<file path="config.mk">
export PLATFORM = sky130hd
export DESIGN_NAME = serial_sub_flat
export DESIGN_NICKNAME = d
export VERILOG_FILES = /design/src/rtl/serial_sub_if.sv /design/src/rtl/serial_sub.sv /design/src/flat_wrapper.sv
export SDC_FILE = /design/constraint.sdc
export NUM_CORES = 1
export LEC_CHECK = 0
export BUFFER_PORTS_ARGS = -buffer_cell sky130_fd_sc_hd__buf_2
export CAP_MARGIN = 10
export CORE_MARGIN = 3
export CORE_UTILIZATION = 40
export DETAILED_ROUTE_END_ITERATION = 6
export PLACE_DENSITY = 0.7
export SLEW_MARGIN = 20
export SYNTH_ARGS = -nofsm -noshare
export SYNTH_HDL_FRONTEND = slang
export SYNTH_SLANG_ARGS = --single-unit
</file>
<file path="constraint.sdc">
create_clock -name clk -period 1.23 [get_ports clk]
set_input_delay 0.0615 -clock clk [delete_from_list [all_inputs] [get_ports clk]]
set_output_delay 0.0615 -clock clk [all_outputs]
set_load 0.005 [all_outputs]
</file>
<file path="src/rtl/serial_sub_if.sv">
// rtl/serial_sub_if.sv - start/ready/done handshake and operand/result bundle for serial_sub
interface serial_sub_if #(parameter int W = 4);
    logic         start;
    logic [W-1:0] A;
    logic [W-1:0] B;
    logic         Bin;
    logic         ready;
    logic [W-1:0] D;
    logic         Bout;
    logic         done;

    modport master (output start, A, B, Bin, input ready, D, Bout, done);
    modport slave  (input start, A, B, Bin, output ready, D, Bout, done);
endinterface

</file>
<file path="src/rtl/serial_sub.sv">
// rtl/serial_sub.sv - bit-serial unsigned subtractor, A - B - Bin one bit per clock
module serial_sub #(
    parameter int W = 4
) (
    input  logic        clk,
    input  logic        rst,
    serial_sub_if.slave bus
);
    localparam int CW = $clog2(W) + 1;
    localparam logic [CW-1:0] LAST = CW'(W - 1);

    typedef enum logic [1:0] {IDLE, SHIFT, DONE} state_t;

    state_t        state;
    logic [W-1:0]  a_sr;
    logic [W-1:0]  b_sr;
    logic [W-1:0]  r_sr;
    logic [W-1:0]  r_next;
    logic [CW-1:0] cnt;
    logic          br;
    logic          d;
    logic          br_next;

    // One borrow cell; the difference bit enters the result register from the top.
    always_comb begin
        d         = a_sr[0] ^ b_sr[0] ^ br;
        br_next   = (~a_sr[0] & b_sr[0]) | (~(a_sr[0] ^ b_sr[0]) & br);
        r_next    = r_sr >> 1;
        r_next[W-1] = d;
    end

    always_ff @(posedge clk) begin
        if (rst) begin
            state     <= IDLE;
            a_sr      <= '0;
            b_sr      <= '0;
            r_sr      <= '0;
            br        <= 1'b0;
            cnt       <= '0;
            bus.D     <= '0;
            bus.Bout  <= 1'b0;
            bus.done  <= 1'b0;
            bus.ready <= 1'b1;
        end else begin
            case (state)
                SHIFT: begin
                    a_sr <= a_sr >> 1;
                    b_sr <= b_sr >> 1;
                    br   <= br_next;
                    r_sr <= r_next;
                    cnt  <= cnt + CW'(1);
                    if (cnt == LAST) begin
                        bus.D     <= r_next;
                        bus.Bout  <= br_next;
                        bus.done  <= 1'b1;
                        bus.ready <= 1'b1;
                        state     <= DONE;
                    end
                end
                // IDLE and DONE both accept; DONE falls back to IDLE after one cycle.
                default: begin
                    bus.done <= 1'b0;
                    if (bus.start) begin
                        a_sr      <= bus.A;
                        b_sr      <= bus.B;
                        br        <= bus.Bin;
                        cnt       <= '0;
                        bus.ready <= 1'b0;
                        state     <= SHIFT;
                    end else begin
                        bus.ready <= 1'b1;
                        state     <= IDLE;
                    end
                end
            endcase
        end
    end
endmodule
</file>
<file path="src/flat_wrapper.sv">
// flat-port wrapper written by rule: the top's interface ports become plain ports
module serial_sub_flat 
#(
    parameter int W = 4
)
  (clk, rst, bus_start, bus_A, bus_B, bus_Bin, bus_ready, bus_D, bus_Bout, bus_done);
  serial_sub_if #(.W(W)) bus_i ();
  input  logic clk;
  input  logic rst;
  input wire logic [$bits(bus_i.start)-1:0] bus_start;
  input wire logic [$bits(bus_i.A)-1:0] bus_A;
  input wire logic [$bits(bus_i.B)-1:0] bus_B;
  input wire logic [$bits(bus_i.Bin)-1:0] bus_Bin;
  output wire logic [$bits(bus_i.ready)-1:0] bus_ready;
  output wire logic [$bits(bus_i.D)-1:0] bus_D;
  output wire logic [$bits(bus_i.Bout)-1:0] bus_Bout;
  output wire logic [$bits(bus_i.done)-1:0] bus_done;
  assign bus_i.start = bus_start;
  assign bus_i.A = bus_A;
  assign bus_i.B = bus_B;
  assign bus_i.Bin = bus_Bin;
  assign bus_ready = bus_i.ready;
  assign bus_D = bus_i.D;
  assign bus_Bout = bus_i.Bout;
  assign bus_done = bus_i.done;
  serial_sub #(.W(W)) u_core (.clk(clk), .rst(rst), .bus(bus_i));
endmodule
</file>
==> results of run 1 <==
==> worst max-delay path by stage <==
stage | to | start | depth (start not counted) | slack [ps]
after detailed placement | u_core.bus.Bout | u_core.cnt[1] | 6 | -120
after floorplan | u_core.bus.ready | u_core.cnt[1] | 4 | 0.5
after CTS | u_core.bus.D[3] | u_core.cnt[0] | 5 | -90
after global routing | u_core.bus.D[3] | u_core.cnt[1] | 5 | -160
after global placement | u_core.bus.Bout | u_core.cnt[1] | 6 | -100
final | u_core.bus.ready | u_core.cnt[1] | 5 | -100
==> area by class of cell <==
class / instances / area, um^2 / area share [%]
timing repair buffer: 26 / 156 / 12.9
clock buffer: 4 / 36.3 / 2.99
multi-input combinational: 67 / 490 / 40.4
tap: 28 / 35.0 / 2.88
sequential: 24 / 485 / 40.0
inverter: 3 / 11.3 / 0.927
==> report_power, final <==
group	switching (mW)	total [mW]	internal (mW)
Clock	0.223	0.403	0.181
Sequential	0.0227	0.839	0.816
Combinational	0.0933	0.180	0.0872
==> through the flow <==
step	worst slack, ps	utilization (%)	instances	total power [mW]	setup TNS [ps]
after detailed placement	-125	49.6	146	1.03	-432
after CTS	-92.7	51.5	150	1.43	-403
final	-102	52.4	152	1.42	-479
after floorplan	0.479	-	102	0.984	0
after global placement	-105	49.6	146	1.02	-314
after global routing	-159	52.4	152	1.50	-901
==> registers in the layout (all words and copies together) (netlist names) <==
register and flops:
u_core.bus.done 1, u_core.a_sr 4, u_core.bus.ready 1, u_core.bus.Bout 1
u_core.br 1, u_core.r_sr 3, u_core.b_sr 4, u_core.state 2
u_core.cnt 3, u_core.bus.D 4
==> what timing repair did <==
item | 4_1_cts | 5_1_grt
buffers inserted | 0 | 2
gates resized for setup | 2 | 4
hold endpoints to repair | 1 | 0
endpoints found under the setup margin | 6 | 13
pin swaps | 5 | 4
hold buffers | 1 | 0
==> metal layers <==
layer / routed length (um) / up-vias / track usage (%)
met5: 0 / - / 0
met2: 904 / 9 / 20.8
met4: 17 / 0 / 6.10
met3: 45 / 2 / 2.07
met1: 886 / 355 / 16.0
li1: - / 394 / -
==> worst max-delay path, cell delays in order (launching register included) <==
cell,delay [ps]
dfxtp_2,360
ha_4,160
ha_4,150
buf_4,120
or3_1,300
a21o_1,160
==> cell usage after synthesis (all sizes together) <==
cell,n,share of area [%]
buf,7,6.6
o21a,1,0.73
dfxtp,24,47
and3b,1,0.85
nor3b,1,0.73
nand2b,3,2.6
nor3,4,2.0
a211oi,7,5.6
or3,2,1.2
a21o,1,0.73
inv,3,1.1
nand2,9,3.3
fa,1,2.0
mux2i,12,12
a21oi,6,2.9
clkbuf,1,0.37
nor2,13,4.8
nor2b,1,0.61
a221oi,1,1.5
nand3b,2,1.5
ha,2,2.4
==> cell families after synthesis <==
group	share of synthesized area, %
muxes	11.7
AOI/OAI and AO/OA	11.5
buffers and inverters	8.06
DFF	46.9
and+or+nand+nor	17.5
adders and majority gates	4.40
==> flow_metrics.tcl, run 1 <==
set metrics [dict create \
    mostFrequentLayoutCell "dfxtp_1" \
    period_share_pct 108 \
    max_slew_margin_pct 70.0 \
    maxCapViolCount 0 \
    hold_path_depth 3 \
    timing.rr.start "u_core.cnt[1]" \
    fmax_mhz 751 \
    cts_tree "built" \
    start_kind "flop" \
    syn_avg_cell_area_um2 10.0 \
    start_util_pct 44.2 \
    area_growth_pct 18.6 \
    vias 760 \
    gp_congestion 0.703 \
    dp_hpwl_um 1310 \
    synth-seq-cells 24 \
    synth_cell_types 26 \
    leakage_nw 0.501 \
    clock_latency_ps 310 \
    insertedDiodeCount 0 \
    mostFrequentLayoutCells "dfxtp_1 (20), buf_2 (18), nor2_1 (13)" \
    clk_path_buf_depth 2 \
    whs_ps 46.6 \
    ant_nets 0 \
    num-nets-final 140 \
    core_um2 2320 \
    grt_usage_pct 12.7 \
    wl_per_cell_um 12.2 \
    h-tree-depth 1 \
    worst_clock_skew_ps 5.67 \
    grt-ovfl-total 0 \
    first_iter_violations 5 \
    antenna_found_initial 0 \
    wl_um 1850 \
    fin_area_um2 1210 \
    portBuffers 18 \
    die_area_um2 3210 \
    power_density_nw_per_um2 1170 \
    crit_path_max_fanout 3 \
    grt_pass1_wl_um 3240 \
    hold_end "u_core.a_sr[3]" \
    hold_viol 0 \
    yosys_warnings 0 \
    status "complete, but fails checks" \
    r2r-end "u_core.bus.ready" \
    ff2ff_setup_slack_ps -100 \
    cp-end-kind "flop" \
    viasPerCell 5.00 \
    crit_arrival_ps 1550 \
    drc_errors 0 \
    ir_drop_mv 0.844 \
    finalMaxSlewViolations 0 \
    cts_made_buffers 3 \
    setup_viol 6 \
    worst-r2r-cell-count 5 \
    die_x_um 56.6 \
    drive_gt1_share_pct 33.1 \
    setup_slack_ps -102 \
    drtPass1Iterations 4 \
    grt_setup_unrepaired "yes" \
    num_rows 17 \
    grt_pass1_vias 750 \
    worst-slew-pin-transition_ps 450 \
    synthCells 102 \
    cts.reportedPaths.clkPinSlew_ps 130 \
    fill_cells 222 \
    hp-start "bus_A[3]" \
    pin_count 19 \
    die-height_um 56.6 \
    required_ps 1450 \
    critical_path_class "flop to flop" \
    yosysSeqAreaShare_pct 46.9 \
    violations "setup timing" \
    final.min_clock_period_ps 1330 \
    dpl_cell_area_um2 1150 \
    clkSinkCount 24 \
    cts-root-buf "clkbuf_4" \
    hold_path.class "input pin to flop" \
    grt_start_max_net_pins 25 \
    syn_nets 117 \
    synth_area_um2 1020 \
]
Note: power is estimated with default switching activity, not from simulation.
==> run 2, diff against run 1 <==
CELL_PAD_IN_SITES_DETAIL_PLACEMENT = 1   (was not set)
CELL_PAD_IN_SITES_GLOBAL_PLACEMENT = 1   (was not set)
CORE_MARGIN = not set   (was 3)
CORE_UTILIZATION = 36   (was 40)
PLACE_DENSITY = 0.78   (was 0.7)
REMOVE_ABC_BUFFERS = 1   (was not set)
==> flow_metrics.tcl, run 2 (same netlist as run 1, synthesis figures left out) <==
set metrics [dict create \
    status "complete, but fails checks" \
    violations "setup timing" \
    top_regs "u_core.a_sr x4, u_core.b_sr x4, u_core.bus.D x4" \
    required_ps 1430 \
    worst_clock_skew_ps 9.19 \
    clk_path_buf_depth 2 \
    period_share_pct 106 \
    num_rows 18 \
    grt-ovfl-total 0 \
    grt_pass1_wl_um 3590 \
    setup_viol 7 \
    drive_gt1_share_pct 34.7 \
    crit_arrival_ps 1510 \
    grt_usage_pct 14.8 \
    fin_area_um2 1210 \
    mostFrequentLayoutCell "dfxtp_1" \
    power_density_nw_per_um2 1120 \
    antenna_found_initial 0 \
    pin_count 19 \
    hold_path.class "input pin to flop" \
    cts_tree "built" \
    final.min_clock_period_ps 1300 \
    wl_um 2080 \
    mostFrequentLayoutCells "dfxtp_1 (20), buf_2 (18), mux2i_1 (12), nor2_1 (12), nand2_1 (9)" \
    cts-root-buf "clkbuf_4" \
    grt_start_max_net_pins 25 \
    final_util_pct 46.8 \
    worst-slew-pin-transition_ps 451 \
    dp_hpwl_um 1450 \
    place_inst 148 \
    worst-r2r-cell-count 5 \
    critical_path_class "flop to flop" \
    dpl_cell_area_um2 1130 \
    crit_path_max_fanout 7 \
    wl_per_cell_um 13.5 \
    setup_slack_ps -72.4 \
    ir_drop_mv 0.727 \
    layoutNonFillerInstCount 154 \
    crit_end "u_core.bus.D[3]" \
    cts.reportedPaths.clkPinSlew_ps 130 \
    fmax_mhz 768 \
    core_um2 2590 \
    drc_errors 0 \
    clkSinkCount 24 \
    die_area_um2 3060 \
    die_x_um 55.4 \
    h-tree-depth 1 \
    r2r-end "u_core.bus.D[3]" \
    start_kind "flop" \
    portBuffers 18 \
    clock_latency_ps 310 \
    vias 783 \
    maxCapViolCount 0 \
    cp-startpoint "u_core.cnt[1]" \
    die-height_um 55.4 \
    timing.rr.start "u_core.cnt[1]" \
    num-nets-final 141 \
    area_growth_pct 18.3 \
    max_slew_margin_pct 69.9 \
    grt_setup_unrepaired "yes" \
    cp-end-kind "flop" \
    hold_viol 0 \
    viasPerCell 5.08 \
    cts_made_buffers 3 \
    ff2ff_setup_slack_ps -70 \
    insertedDiodeCount 0 \
    first_iter_violations 4 \
    leakage_nw 0.500 \
    finalSetupTns_ps -368 \
    start_util_pct 39.6 \
    gp_congestion 0.665 \
    grt_pass1_vias 819 \
    finalMaxSlewViolations 0 \
    ant_nets 0 \
    drtPass1Iterations 4 \
    fill_cells 302 \
]
-- run 2: cell types whose count changed in the layout (fill, tap and decap cells not counted), sizes merged --
cell	change
clkbuf	-1
buf	+1
-- run 2: how the worst min path moves through the flow --
stage | slack, ps | endpoint | cells after the start | from
2_1_floorplan | 130 | u_core.bus.Bout | 1 | rst
3_3_place_gp | 330 | u_core.br | 3 | bus_Bin
3_5_place_dp | 340 | u_core.br | 3 | bus_Bin
4_1_cts | 40 | u_core.a_sr[3] | 3 | bus_A[3]
5_1_grt | 30 | u_core.a_sr[3] | 3 | bus_A[3]
6_report | 40 | u_core.a_sr[3] | 3 | bus_A[3]
-- run 2: final cells by class --
class	instances	area, um^2	area share, %
multi-input combinational	67	495	40.9
sequential	24	485	40.0
timing repair buffer	27	160	13.2
tap	30	37.5	3.10
clock buffer	3	22.5	1.86
inverter	3	11.3	0.929
-- run 2: routing by layer --
layer / part of all wire, % / wire length (um) / track usage [%]
met5: 0 / 0 / 0
met4: 0.58 / 12 / 4.64
met3: 4.0 / 84 / 5.15
met2: 52 / 1080 / 26.5
met1: 43 / 900 / 16.1
-- run 2: worst max-delay path: stages, from the launching register on --
cell,delay (ps)
dfxtp_2,370
ha_4,140
ha_4,120
and3b_2,300
mux2i_1,210
nor2_1,60
-- run 2: metrics by stage --
stage	hold WS (ps)	power (mW)	worst slack [ps]
final	42.0	1.36	-72.4
after global placement	330	1.02	-187
after floorplan	126	0.946	-99.8
after global routing	31.1	1.44	-152
after detailed placement	339	1.03	-290
after CTS	40.5	1.38	-89.6
-- run 2: repair_timing --
action,CTS,global route
setup endpoints to repair,7,11
resized for setup,7,6
pin swaps,2,5
setup buffers,2,0
hold buffers,1,0
hold endpoints to repair,1,0
-- run 2: power by group --
group,switching [mW],internal (mW)
Sequential,0.0236,0.816
Clock,0.226,0.115
Combinational,0.0950,0.0886
